===== src/rtl/data_merge_pkg.sv =====
// Shared widths and FSM encodings for reassembling chunked words into one wide word.
// Chunk width matches the output bus; the merged word matches the multiplier result.
package data_merge_pkg;

  localparam int CHUNK_W = 16;
  localparam int WORD_W  = 2 * CHUNK_W;

  // 2'd3 is not a legal state; the FSM steers it back to WAIT_LO.
  typedef enum logic [1:0] {
    WAIT_LO = 2'd0,
    WAIT_HI = 2'd1,
    FULL    = 2'd2
  } state_e;

endpackage


===== src/rtl/data_merge.sv =====
// Pairs two sequential chunks (low first) into {high, low}; word valid the edge after the high chunk.
// Holds one word until taken; while full, a chunk is accepted only alongside the output transfer.
module data_merge #(
  parameter int CHUNK_W = data_merge_pkg::CHUNK_W
) (
  input  logic                   clk_i,
  input  logic                   rst_i,
  input  logic                   clear_i,
  input  logic                   in_valid_i,
  output logic                   in_ready_o,
  input  logic [CHUNK_W-1:0]     data_in_i,
  output logic                   chunk_count_o,
  output logic                   out_valid_o,
  input  logic                   out_ready_i,
  output logic [2*CHUNK_W-1:0]   data_out_o
);
  import data_merge_pkg::*;

  localparam int WORD_W = 2 * CHUNK_W;

  state_e              state_q, state_d;
  logic [CHUNK_W-1:0]  low_q, low_d;
  logic [WORD_W-1:0]   data_q, data_d;
  logic                in_xfer;
  logic                out_xfer;

  // Ready depends only on state, out_ready_i and reset, never on in_valid_i.
  always_comb begin
    in_ready_o = 1'b0;
    case (state_q)
      WAIT_LO, WAIT_HI: in_ready_o = 1'b1;
      FULL:             in_ready_o = out_ready_i;
      default:          in_ready_o = 1'b0;
    endcase
    if (rst_i) begin
      in_ready_o = 1'b0;
    end
  end

  assign out_valid_o   = (state_q == FULL);
  assign chunk_count_o = (state_q == WAIT_HI);
  assign data_out_o    = data_q;

  assign in_xfer  = in_valid_i & in_ready_o;
  assign out_xfer = out_valid_o & out_ready_i;

  always_comb begin
    state_d = state_q;
    low_d   = low_q;
    data_d  = data_q;
    if (clear_i) begin
      // Drop partial and held words; data_q is left as-is since it is don't-care when not valid.
      state_d = WAIT_LO;
      low_d   = '0;
    end else begin
      case (state_q)
        WAIT_LO: begin
          if (in_xfer) begin
            low_d   = data_in_i;
            state_d = WAIT_HI;
          end
        end
        WAIT_HI: begin
          if (in_xfer) begin
            data_d  = {data_in_i, low_q};
            state_d = FULL;
          end
        end
        FULL: begin
          if (out_xfer) begin
            if (in_xfer) begin
              low_d   = data_in_i;
              state_d = WAIT_HI;
            end else begin
              state_d = WAIT_LO;
            end
          end
        end
        default: state_d = WAIT_LO;
      endcase
    end
  end

  always_ff @(posedge clk_i) begin
    if (rst_i) begin
      state_q <= WAIT_LO;
      low_q   <= '0;
      data_q  <= '0;
    end else begin
      state_q <= state_d;
      low_q   <= low_d;
      data_q  <= data_d;
    end
  end

endmodule


===== config.mk =====
export PLATFORM = sky130hd
export DESIGN_NAME = data_merge
export DESIGN_NICKNAME = d
export VERILOG_FILES = /design/src/rtl/data_merge_pkg.sv /design/src/rtl/data_merge.sv
export SDC_FILE = /design/constraint.sdc
export NUM_CORES = 1
export LEC_CHECK = 0
export BUFFER_PORTS_ARGS = -buffer_cell sky130_fd_sc_hd__clkbuf_2
export CAP_MARGIN = 0
export CORE_UTILIZATION = 46
export DETAILED_ROUTE_END_ITERATION = 16
export PLACE_DENSITY = 0.7
export SLEW_MARGIN = 20
export SYNTH_ARGS = -nofsm -noshare
export SYNTH_HDL_FRONTEND = slang
export SYNTH_SLANG_ARGS = --single-unit

===== constraint.sdc =====
create_clock -name clk_i -period 1.44 [get_ports clk_i]
set_input_delay 0.288 -clock clk_i [delete_from_list [all_inputs] [get_ports clk_i]]
set_output_delay 0.288 -clock clk_i [all_outputs]
set_load 0.005 [all_outputs]

# Word level (Yosys, flattened, before mapping)
# Cells that the tools add are included.
# totals
register_bits	50
output_inout_bits	35
wordCells	28
# classes
n_eq_ne	5
mux	10
bitwise	3
n_reduce_logical	7
# op_table
op	n
16-bit two-way mux	2
16-bit one-hot mux with 2 select lines	1
2-bit two-way mux	3
2-bit one-hot mux with 3 select lines	1
3-bit AND reduction	2
2-bit by 1-bit != test with 1-bit output (second input constant)	2
2-bit OR reduction	2
1-bit AND	2
2-bit by 1-bit == test with 1-bit output (second input constant)	1
2-bit == test (second input constant)	1
2-bit zero test	1
1-bit two-way mux	2
2-bit != test (second input constant)	1
1-bit one-hot mux with 2 select lines	1
2-bit AND reduction	1
2-bit nonzero test	1
1-bit inverter	1

# Longest topological paths before layout
# Gate-level depths: netlist of run 1.
# depth
ltp_word	8
ltp_mapped	6
mapped_depth_nobuf	3

# Least setup slack after synthesis of run 1
# OpenSTA, ideal clock, no wires.
# synth_timing
path_type	input port to flip-flop
from	in rst_i
to	reg low_q[10]
setup_time_ns	0.132
t_arrival_ns	1.115
path_slack_ns	0.193
path_stages	5
path_buffers	2
path_cell_list	buf_6 -> or3b_4 -> buf_6 -> o21ai_1 -> a21oi_1
# synth_via
elab_chain_len	5
# synth_rtl
element	line_no	rtl
start: declaration	data_merge.sv:7	input logic rst_i,
1-bit two-way mux	data_merge.sv:35	if (rst_i) begin
1-bit AND	data_merge.sv:44	assign in_xfer = in_valid_i & in_ready_o;
16-bit two-way mux (2 in a row)	n/a	
16-bit one-hot mux with 2 select lines	n/a	
end signal: assignment	data_merge.sv:91	low_q <= low_d;
end: declaration	data_merge.sv:22	logic [CHUNK_W-1:0] low_q, low_d;
# Parallel ways exist; a longest one is shown, timed or not. The select of a mux whose other input is x is not followed.
# A chain may end at the register's enable or synchronous reset.

# Worst setup path after layout of run 1
# layout_timing
from	reg state_q[0]
to	reg low_q[1]
# layout_via
elab_chain_len	8
# layout_rtl
element	line_no	rtl
start: declaration	data_merge.sv:21	state_e state_q, state_d;
start signal: assignment	data_merge.sv:90	state_q <= state_d;
2-bit by 1-bit == test with 1-bit output or 2-bit zero test (tied branches)	data_merge.sv:30, data_merge.sv:56	
2-bit OR reduction	data_merge.sv:30	case (state_q)
1-bit one-hot mux with 2 select lines	data_merge.sv:30	
1-bit two-way mux	data_merge.sv:35	
1-bit AND	data_merge.sv:44	
16-bit two-way mux (2 in a row)	n/a	
16-bit one-hot mux with 2 select lines	data_merge.sv:56	case (state_q)
# Parallel ways exist; a longest one is shown, timed or not. The select of a mux whose other input is x is not followed.

==> out/qor.txt, run 1 <==
P_int: 1.80 mW
Fin. Hold Viols: 0
Synth cell count leaders: a21oi_1 (50), dfxtp_1 (50), nand3_1 (48)
DP Area: 2310 um2
Clock Sinks: 50
Final design utilization: 58.4%
Main synth FF type: dfxtp_1
Status: finished clean
Largest net degree at the start of global routing: 36
Final Wtd Congestion: 0.847
WS Path Type: register to register
Total CTS buffers: 5
Pleak: 0.913 nW
Critical Path Start Type: register
Total GRT Usage: 22.5%
Hold_sp: data_in_i[10]
Longest Clk Path Bufs: 2
Seq pwr share: 59.3%
Initial antenna violation count: 0
Mapped cell area: 2030 um2
Synth top area cells: dfxtp_1 (49%), a21oi_1 (12%), nand3_1 (12%)
CTS tree: done
Reg clk slew, reported paths: 0.08 ns
Vert. Die Dim: 68.5 um
Actual slew at the worst max-slew pin: 0.363 ns
Ant diodes: 0
Initial core utilization: 49.4%
R2r setup slk: 0.04 ns
Hold path cells: 3
Reg-to-reg endpoint: low_q[1]$_SDFFE_PP0P_
# rows: 23
WP data required: 1.63 ns
First-pass GRT wire length: 7.71 mm
CP max stage delay: 0.49 ns
Vias: 1838
Max-slew violations: 0
Synth Instances: 236
Startpoint of the worst-slack reg-to-reg timing path: state_q[0]$_SDFFE_PP0P_
Max Fanout on Critical Path: 16
Initial DRC count: 124
Sw frac: 23.7%
Reg area: 1000 um2
Comb pwr share: 8.0%
Die X: 68.5 um
IR drop worst, VDD: 0.547 mV
CP Capture Type: register
Seq/Total Area, Yosys: 49.2%
DRC Markers: 0
Share of post-route cells with drive strength above 1: 29.3%
Core area: 4120 um2
# H-tree levels: 2
Post-route antenna net violation count: 0
Setup violations, final: 0
Hold Path Sink: data_out_o[26]$_SDFFE_PP0P_
Post-synth EDFFs: 0
#FFs+latches synth: 50
Avg Synthesized Cell Area: 8.62 um2
Grt total ovfl: 0
I/O Buffers: 55
Worst-path cell chain: buf_4 > or3b_4 > o21ai_0 > a21oi_1
Area of the die: 4690 um2
Area grow syn2layout: 18.2%
Setup TNS: 0 ns
Fin crit period: 1.40 ns
Synth top area share: 49.2%
Largest area contributor in the netlist: dfxtp_1
Root buffer cell: clkbuf_8
R2R cell count: 4
Area occupied by multi-input gates: 863 um2
Fmax: 714 MHz
Synth cell types: 22
Vias in the first global route: 1673
Syn_nets: 257
Number of max-cap violations: 0
Critical Path AT: 1.60 ns
Setup Skew: 0.00251 ns
Dpl hpwl: 3.31 mm
CP max-delay cell: or3b_4
Filler instances: 411
Clock Latency Late Sink: 0.30 ns
Iteration count of the initial detailed-routing pass: 4
RSZ-0062 raised after global routing: no
Period Utilization, post-route: 97.3%
Power Density: 982 nW/um2
Worst slew margin: 75.8%
DR WL/cell: 13.9 um
Hold Buf Count CTS: 0
Clock network fraction of total power: 32.6%
Synth Warn #: 0
Routed wire length: 4.67 mm
Post-Layout Inst Area: 2400 um2
Psw: 0.560 mW
I/O pins: 56
Nets: 308
Hold WS: 0.226 ns
HP Class: input port to register
Async S/R FF share, synth: 0%
Via/cell ratio: 5.45
power groups by stage:
stage	Combinational, mW	Clock (mW)	Sequential, mW
5_1_grt	0.208	0.838	1.40
2_1_floorplan	0.121	0	1.43
3_5_place_dp	0.185	0	1.44
6_report	0.190	0.770	1.40
3_3_place_gp	0.187	0	1.43
4_1_cts	0.189	0.790	1.40
sequential cells by signal, indices dropped and copies added (netlist names):
signal	cells
data_out_o	32
state_q	2
low_q	16
timing repair:
| action | 4_1_cts | 5_1_grt |
|---|---|---|
| resized for setup | 4 | 2 |
| buffers inserted | 1 | 0 |
| setup endpoints to repair | 2 | 5 |
| pin swaps | 1 | 0 |
through the flow:
stage | std cells | worst slack, ns | power [mW]
after floorplan | 236 | 0.193 | 1.55
after global placement | 330 | 0.125 | 1.62
after detailed placement | 330 | 0.116 | 1.62
after CTS | 337 | 0.0598 | 2.38
after global routing | 337 | 0.000740 | 2.45
final | 337 | 0.0388 | 2.36
area by class of cell:
cell class / instances / area share [%]
clock buffers: 7 / 3.18
inverters: 1 / 0.156
multi-input cells: 160 / 35.9
flip-flops and latches: 50 / 41.8
well taps: 50 / 2.60
repair buffers: 69 / 16.3
critical path: cells and delay by family (launching register included):
| family | cells | cell delay (ns) |
|---|---|---|
| and+or+nand+nor | 1 | 0.49 |
| DFF | 1 | 0.37 |
| AOI/OAI and AO/OA | 2 | 0.28 |
| buffers and inverters | 1 | 0.14 |
cells by family (layout without fill, tap and decap cells):
kind of cell / count (synthesis) / in the layout / share of synthesized area, %
buffers and inverters: 26 / 77 / 9.05
AND/OR/NAND/NOR: 61 / 61 / 16.7
AO/OA/AOI/OAI: 99 / 99 / 25.0
flip-flops: 50 / 50 / 49.2
cell usage in the layout (no fill, tap or decap):
cell type  netlist  routed
or2_1            1       1
nor2_2           0       1
dfxtp_1         50      49
buf_4            2      13
o21ai_0          6       5
nor3b_4          1       1
a21oi_2          0       1
nor2_1           2       1
o21ai_1         39      40
clkbuf_2         1      55
nand2b_4         0       1
a21oi_1         50      49
nand3_1         48      48
or3b_4           1       1
nand2b_1         3       2
nand3b_1         1       1
and2b_2          0       1
and3b_1          1       1
nor2b_1          2       2
dfxtp_4          0       1
buf_12           0       1
a22oi_1          1       1
clkbuf_1         5       2
o21ai_2          3       3
clkbuf_8         0       5
inv_1            1       1
metal layers:
layer	GRT usage, %	share of wire (%)
met5	0	0
met4	8.85	1.6
met3	5.33	4.8
met2	35.3	44
met1	29.4	49
worst max path at each step:
| stage | start | end | slack, ns |
|---|---|---|---|
| floorplan | rst_i | low_q[10]$_SDFFE_PP0P_ | 0.19 |
| global placement | rst_i | low_q[5]$_SDFFE_PP0P_ | 0.12 |
| detailed placement | out_ready_i | low_q[1]$_SDFFE_PP0P_ | 0.12 |
| CTS | state_q[0]$_SDFFE_PP0P_ | low_q[1]$_SDFFE_PP0P_ | 0.06 |
| global route | state_q[0]$_SDFFE_PP0P_ | low_q[1]$_SDFFE_PP0P_ | 0.0007 |
| finish | state_q[0]$_SDFFE_PP0P_ | low_q[1]$_SDFFE_PP0P_ | 0.04 |
Power figures use the tool's default switching activity.
==> run 2: changes to the inputs <==
--- a/config.mk
+++ b/config.mk
@@ -9,6 +9,7 @@
 export CAP_MARGIN = 0
 export CORE_UTILIZATION = 46
 export DETAILED_ROUTE_END_ITERATION = 16
+export GPL_TIMING_DRIVEN = 0
 export PLACE_DENSITY = 0.7
 export SLEW_MARGIN = 20
 export SYNTH_ARGS = -nofsm -noshare
==> out/qor.txt, run 2 (synthesis results as in run 1) <==
Final Wtd Congestion: 0.847 (about the same)
Share of post-route cells with drive strength above 1: 29.9% (+0.60 points)
Hold path cells: 2 (-1)
Fmax: 736 MHz (+3.1%)
Finished Layout Cells: 348 (+3.3%)
Psw: 0.574 mW (+2.4%)
Initial core utilization: 49.4% (unchanged)
Dpl hpwl: 3.57 mm (+7.7%)
Period Utilization, post-route: 94.4% (-2.9 points)
Seq pwr share: 57.7% (-1.6 points)
Post-route antenna net violation count: 0 (unchanged)
Largest net degree at the start of global routing: 15 (-58%)
CP max-delay cell: dfxtp_4
Hold Path Sink: data_out_o[12]$_SDFFE_PP0P_
Core area: 4120 um2 (unchanged)
Reg-to-reg endpoint: low_q[11]$_SDFFE_PP0P_
WP buf/inv: 1 (unchanged)
Setup TNS: 0 ns (unchanged)
Filler instances: 414 (+0.73%)
Clock network fraction of total power: 34.3% (+1.7 points)
CP top delay family: flip-flops
Fin crit period: 1.36 ns (-0.0417 ns)
Critical Path AT: 1.07 ns (-0.53 ns)
Actual slew at the worst max-slew pin: 0.436 ns (+0.0729 ns)
Setup violations, final: 0 (unchanged)
Max Fanout on Critical Path: 7 (-9)
Ant diodes: 0 (unchanged)
Clock Sinks: 50 (unchanged)
WS Path Type: register to primary output
Iteration count of the initial detailed-routing pass: 4 (unchanged)
Commonest non-fill, non-tap cells in the layout: clkbuf_2 (54), a21oi_1 (50), nand3_1 (48), dfxtp_1 (48), o21ai_1 (39)
I/O pins: 56 (unchanged)
First-pass GRT wire length: 7.96 mm (+3.3%)
Root buffer cell: clkbuf_8
IR drop worst, VDD: 0.699 mV (+28%)
Worst slew margin: 70.9% (-4.9 points)
CP Capture Type: primary output
Nets: 318 (+3.2%)
Area of the die: 4690 um2 (unchanged)
Via/cell ratio: 5.50 (+0.84%)
Worst-path cell chain: nor2b_1 > clkbuf_2
P_int: 1.86 mW (+3.1%)
Critical Path Start Type: register
Setup WS post-layout: 0.0804 ns (+0.0417 ns)
Die X: 68.5 um (unchanged)
# rows: 23 (unchanged)
CTS tree: done
RSZ-0062 raised after global routing: no
Max reg flops: 32 (unchanged)
Status: finished clean
Hold_sp: rst_i
Routed wire length: 5.04 mm (+7.9%)
Total GRT Usage: 23.8% (+1.3 points)
Power Density: 985 nW/um2 (+0.22%)
R2R cell count: 4 (unchanged)
CP max stage delay: 0.40 ns (-0.09 ns)
Post-Layout Inst Area: 2470 um2 (+2.7%)
Dpl cells: 340 (+3.0%)
R2r setup slk: 0.13 ns (+0.09 ns)
Reg clk slew, reported paths: 0.08 ns (about the same)
Sw frac: 23.6% (-0.11 points)
Comb pwr share: 8.1% (about the same)
Longest Clk Path Bufs: 2 (unchanged)
Vias in the first global route: 1642 (-1.9%)
DP Area: 2370 um2 (+2.4%)
Fin. Hold Viols: 0 (unchanged)
Total CTS buffers: 5 (unchanged)
WP data required: 1.15 ns (-0.48 ns)
Startpoint of the worst-slack reg-to-reg timing path: state_q[0]$_SDFFE_PP0P_
# H-tree levels: 2 (unchanged)
DRC Markers: 0 (unchanged)
I/O Buffers: 54 (-1.8%)
Commonest non-fill, non-tap cell in the layout: clkbuf_2
Setup Skew: 0.00431 ns (+0.00181 ns)
Initial DRC count: 104 (-16%)
Area grow syn2layout: 21.4%
Clock Latency Late Sink: 0.31 ns (about the same)
Max-slew violations: 0 (unchanged)
Pleak: 0.951 nW (+4.1%)
Vias: 1914 (+4.1%)
DR WL/cell: 14.5 um (+4.5%)
Grt total ovfl: 0 (unchanged)
Pre-CTS setup slack: 0.0241 ns (-0.0918 ns)
Number of max-cap violations: 0 (unchanged)
Initial antenna violation count: 0 (unchanged)
Vert. Die Dim: 68.5 um (unchanged)
HP Class: input port to register
Hold Buf Count CTS: 0 (unchanged)
[run 2: worst register-to-register path: stages (launching register included)]
cell and delay [ns]:
dfxtp_4 0.38, or3b_4 0.44, buf_6 0.17, o21ai_1 0.12, a21oi_1 0.08
[run 2: worst max path at each step]
stage,from,end,slack [ns],cells after the start
2_1_floorplan,rst_i,low_q[10]$_SDFFE_PP0P_,0.19,5
3_3_place_gp,out_ready_i,low_q[13]$_SDFFE_PP0P_,0.05,6
3_5_place_dp,out_ready_i,low_q[11]$_SDFFE_PP0P_,0.02,6
4_1_cts,state_q[0]$_SDFFE_PP0P_,chunk_count_o,0.02,2
5_1_grt,state_q[0]$_SDFFE_PP0P_,in_ready_o,0.01,3
6_report,state_q[0]$_SDFFE_PP0P_,chunk_count_o,0.08,2
[run 2: power groups by stage]
| stage | Combinational, mW | Sequential (mW) | Clock (mW) |
|---|---|---|---|
| final | 0.196 | 1.40 | 0.833 |
| after global routing | 0.214 | 1.40 | 0.906 |
| after CTS | 0.195 | 1.40 | 0.859 |
| after detailed placement | 0.194 | 1.44 | 0 |
| after global placement | 0.193 | 1.44 | 0 |
| after floorplan | 0.121 | 1.43 | 0 |
[run 2: through the flow]
stage	total power, mW	hold slack [ns]	utilization, %
after floorplan	1.55	0.433	-
after global placement	1.63	0.454	57.5
after detailed placement	1.63	0.459	57.5
after CTS	2.46	0.192	59.7
after global routing	2.52	0.187	60.0
final	2.43	0.193	60.0
[run 2: cell type report]
| type | instances | area, um2 | share of cell area [%] |
|---|---|---|---|
| multi-input combinational | 160 | 848 | 34.4 |
| sequential | 50 | 1010 | 40.7 |
| buffer | 24 | 179 | 7.25 |
| timing repair buffer | 55 | 278 | 11.3 |
| inverter | 1 | 3.75 | 0.152 |
| tap | 50 | 62.6 | 2.53 |
| clock buffer | 7 | 86.3 | 3.50 |
| clock inverter | 1 | 5.00 | 0.203 |
[run 2: repair_timing]
item                                    CTS  global route
gates cloned                              0             0
buffers inserted                          0             1
pin swaps                                 0             1
endpoints found under the setup margin    1            19
resized for setup                         1             4
[run 2: routing by layer]
| metal | part of all wire, % | up-vias | track usage [%] |
|---|---|---|---|
| li1 | - | 970 | - |
| met1 | 48 | 872 | 33.3 |
| met2 | 44 | 60 | 33.1 |
| met3 | 5.2 | 12 | 6.33 |
| met4 | 2.8 | 0 | 11.7 |
| met5 | 0 | - | 0 |
==> run 3: changes to the inputs <==
--- a/config.mk
+++ b/config.mk
@@ -8,10 +8,12 @@
 export BUFFER_PORTS_ARGS = -buffer_cell sky130_fd_sc_hd__clkbuf_2
 export CAP_MARGIN = 0
 export CORE_UTILIZATION = 46
+export CTS_BUF_LIST = sky130_fd_sc_hd__clkbuf_4 sky130_fd_sc_hd__clkbuf_8 sky130_fd_sc_hd__clkbuf_16
+export CTS_CLUSTER_DIAMETER = 80
 export DETAILED_ROUTE_END_ITERATION = 16
 export GPL_TIMING_DRIVEN = 0
 export PLACE_DENSITY = 0.7
-export SLEW_MARGIN = 20
+export SLEW_MARGIN = 15
 export SYNTH_ARGS = -nofsm -noshare
 export SYNTH_HDL_FRONTEND = slang
 export SYNTH_SLANG_ARGS = --single-unit
==> out/qor.txt, run 3 (synthesis results as in run 1) <==
IR drop worst, VDD: 0.700 mV (+0.15%)
Reg area: 1010 um2 (unchanged)
CP Capture Type: primary output
Ant diodes: 0 (unchanged)
Clock Sinks: 50 (unchanged)
Setup TNS: 0 ns (unchanged)
WP buf/inv: 1 (unchanged)
Hold path cells: 2 (unchanged)
Post-route antenna net violation count: 0 (unchanged)
Longest Clk Path Bufs: 2 (unchanged)
HP Class: input port to register
Number of max-cap violations: 0 (unchanged)
R2r setup slk: 0.14 ns (about the same)
I/O pins: 56 (unchanged)
DR WL/cell: 14.5 um (unchanged)
Finished Layout Cells: 348 (unchanged)
First-pass GRT wire length: 7.96 mm (unchanged)
Fin. Hold Viols: 0 (unchanged)
Area of the die: 4690 um2 (unchanged)
Wl on met1: 2.42 mm (about the same)
Reg clk slew, reported paths: 0.08 ns (about the same)
Commonest non-fill, non-tap cells in the layout: clkbuf_2 (54), a21oi_1 (50), nand3_1 (48), dfxtp_1 (48), o21ai_1 (39)
Commonest non-fill, non-tap cell in the layout: clkbuf_2
CP top delay family: flip-flops
CP max stage delay: 0.40 ns (about the same)
Largest net degree at the start of global routing: 15 (unchanged)
Iteration count of the initial detailed-routing pass: 4 (unchanged)
CTS tree: done
Dpl hpwl: 3.57 mm (unchanged)
Hold_sp: rst_i
Status: finished clean
Dpl cells: 340 (unchanged)
Fin crit period: 1.37 ns (+0.00926 ns)
CP max-delay cell: dfxtp_4
Crit path depth: 2 (unchanged)
RSZ-0062 raised after global routing: no
Via/cell ratio: 5.49 (-0.21%)
Vert. Die Dim: 68.5 um (unchanged)
WP data required: 1.15 ns (about the same)
R2R cell count: 4 (unchanged)
Setup Skew: 0.00424 ns (-0.0000722 ns)
Startpoint of the worst-slack reg-to-reg timing path: state_q[0]$_SDFFE_PP0P_
Fmax: 731 MHz (-0.68%)
Crit path from: state_q[0]$_SDFFE_PP0P_
Max-slew violations: 0 (unchanged)
Final Wtd Congestion: 0.847 (unchanged)
Root buffer cell: clkbuf_8
Initial DRC count: 131 (+26%)
DRC Markers: 0 (unchanged)
Nets: 318 (unchanged)
Share of post-route cells with drive strength above 1: 30.2% (+0.34 points)
Critical Path Start Type: register
Clock Latency Late Sink: 0.31 ns (about the same)
Initial core utilization: 49.4% (unchanged)
I/O Buffers: 54 (unchanged)
Worst slew margin: 70.7% (-0.27 points)
Power Density: 991 nW/um2 (+0.64%)
Actual slew at the worst max-slew pin: 0.440 ns (+0.00399 ns)
Worst-path cell chain: nor2b_1 > clkbuf_2
Grt total ovfl: 0 (unchanged)
Filler instances: 415 (+0.24%)
Pleak: 0.954 nW (+0.36%)
Area grow syn2layout: 21.6%
Area occupied by multi-input gates: 848 um2 (unchanged)
Setup violations, final: 0 (unchanged)
Total GRT Usage: 23.8% (unchanged)
Period Utilization, post-route: 95.1% (+0.64 points)
WS Path Type: register to primary output
Vias: 1910 (-0.21%)
# H-tree levels: 2 (unchanged)
Metal3 WL: 236 um (-11%)
Max reg flops: 32 (unchanged)
Pwr Total: 2.45 mW (+0.79%)
Max Fanout on Critical Path: 7 (unchanged)
Critical Path AT: 1.08 ns (about the same)
Die X: 68.5 um (unchanged)
Hold Buf Count CTS: 0 (unchanged)
Initial antenna violation count: 0 (unchanged)
Routed wire length: 5.04 mm (unchanged)
# rows: 23 (unchanged)
Highest routed layer: met4
Met2 WL: 2.23 mm (+1.3%)
Core area: 4120 um2 (unchanged)
Vias in the first global route: 1645 (+0.18%)
Total CTS buffers: 5 (unchanged)
run 3: cell counts in the layout (fill, tap and decap cells not counted):
No cell type changed its count.
run 3: final cells by class:
class	count	share of cell area, %
flip-flops and latches	50	40.7
multi-input cells	160	34.3
repair buffers	55	11.2
plain buffers	24	7.24
clock buffers	7	3.64
well taps	50	2.53
clock inverters	1	0.202
inverters	1	0.152
run 3: repair_timing:
item | CTS | global route
pin swaps | 0 | 1
buffers inserted | 0 | 1
endpoints found under the setup margin | 1 | 19
hold endpoints to repair | 0 | 0
gates resized for setup | 1 | 4
run 3: final timing paths:
path,endpoint
worst max register to register,low_q[11]$_SDFFE_PP0P_
worst min-delay path,data_out_o[12]$_SDFFE_PP0P_
worst max-delay path,chunk_count_o
worst min register to register,data_out_o[3]$_SDFFE_PP0P_
run 3: where the power goes:
group | total (mW) | internal [mW] | switching (mW)
clock network | 0.852 | 0.407 | 0.445
logic | 0.196 | 0.0762 | 0.120
registers | 1.40 | 1.39 | 0.00930
run 3: metrics by stage:
| step | hold slack [ns] | instance area, um2 | utilization [%] | worst slack, ns |
|---|---|---|---|---|
| 3_5_place_dp | 0.459 | 2370 | 57.5 | 0.0241 |
| 6_report | 0.193 | 2470 | 60.1 | 0.0712 |
| 5_1_grt | 0.187 | 2470 | 60.1 | 0.0116 |
| 2_1_floorplan | 0.433 | 2030 | - | 0.193 |
| 4_1_cts | 0.192 | 2460 | 59.8 | 0.0198 |
| 3_3_place_gp | 0.454 | 2370 | 57.5 | 0.0493 |
run 3: routing by layer:
layer | global-route usage [%] | vias to the layer above
li1 | - | 969
met1 | 33.3 | 876
met2 | 33.1 | 53
met3 | 6.33 | 12
met4 | 11.7 | 0
met5 | 0 | -
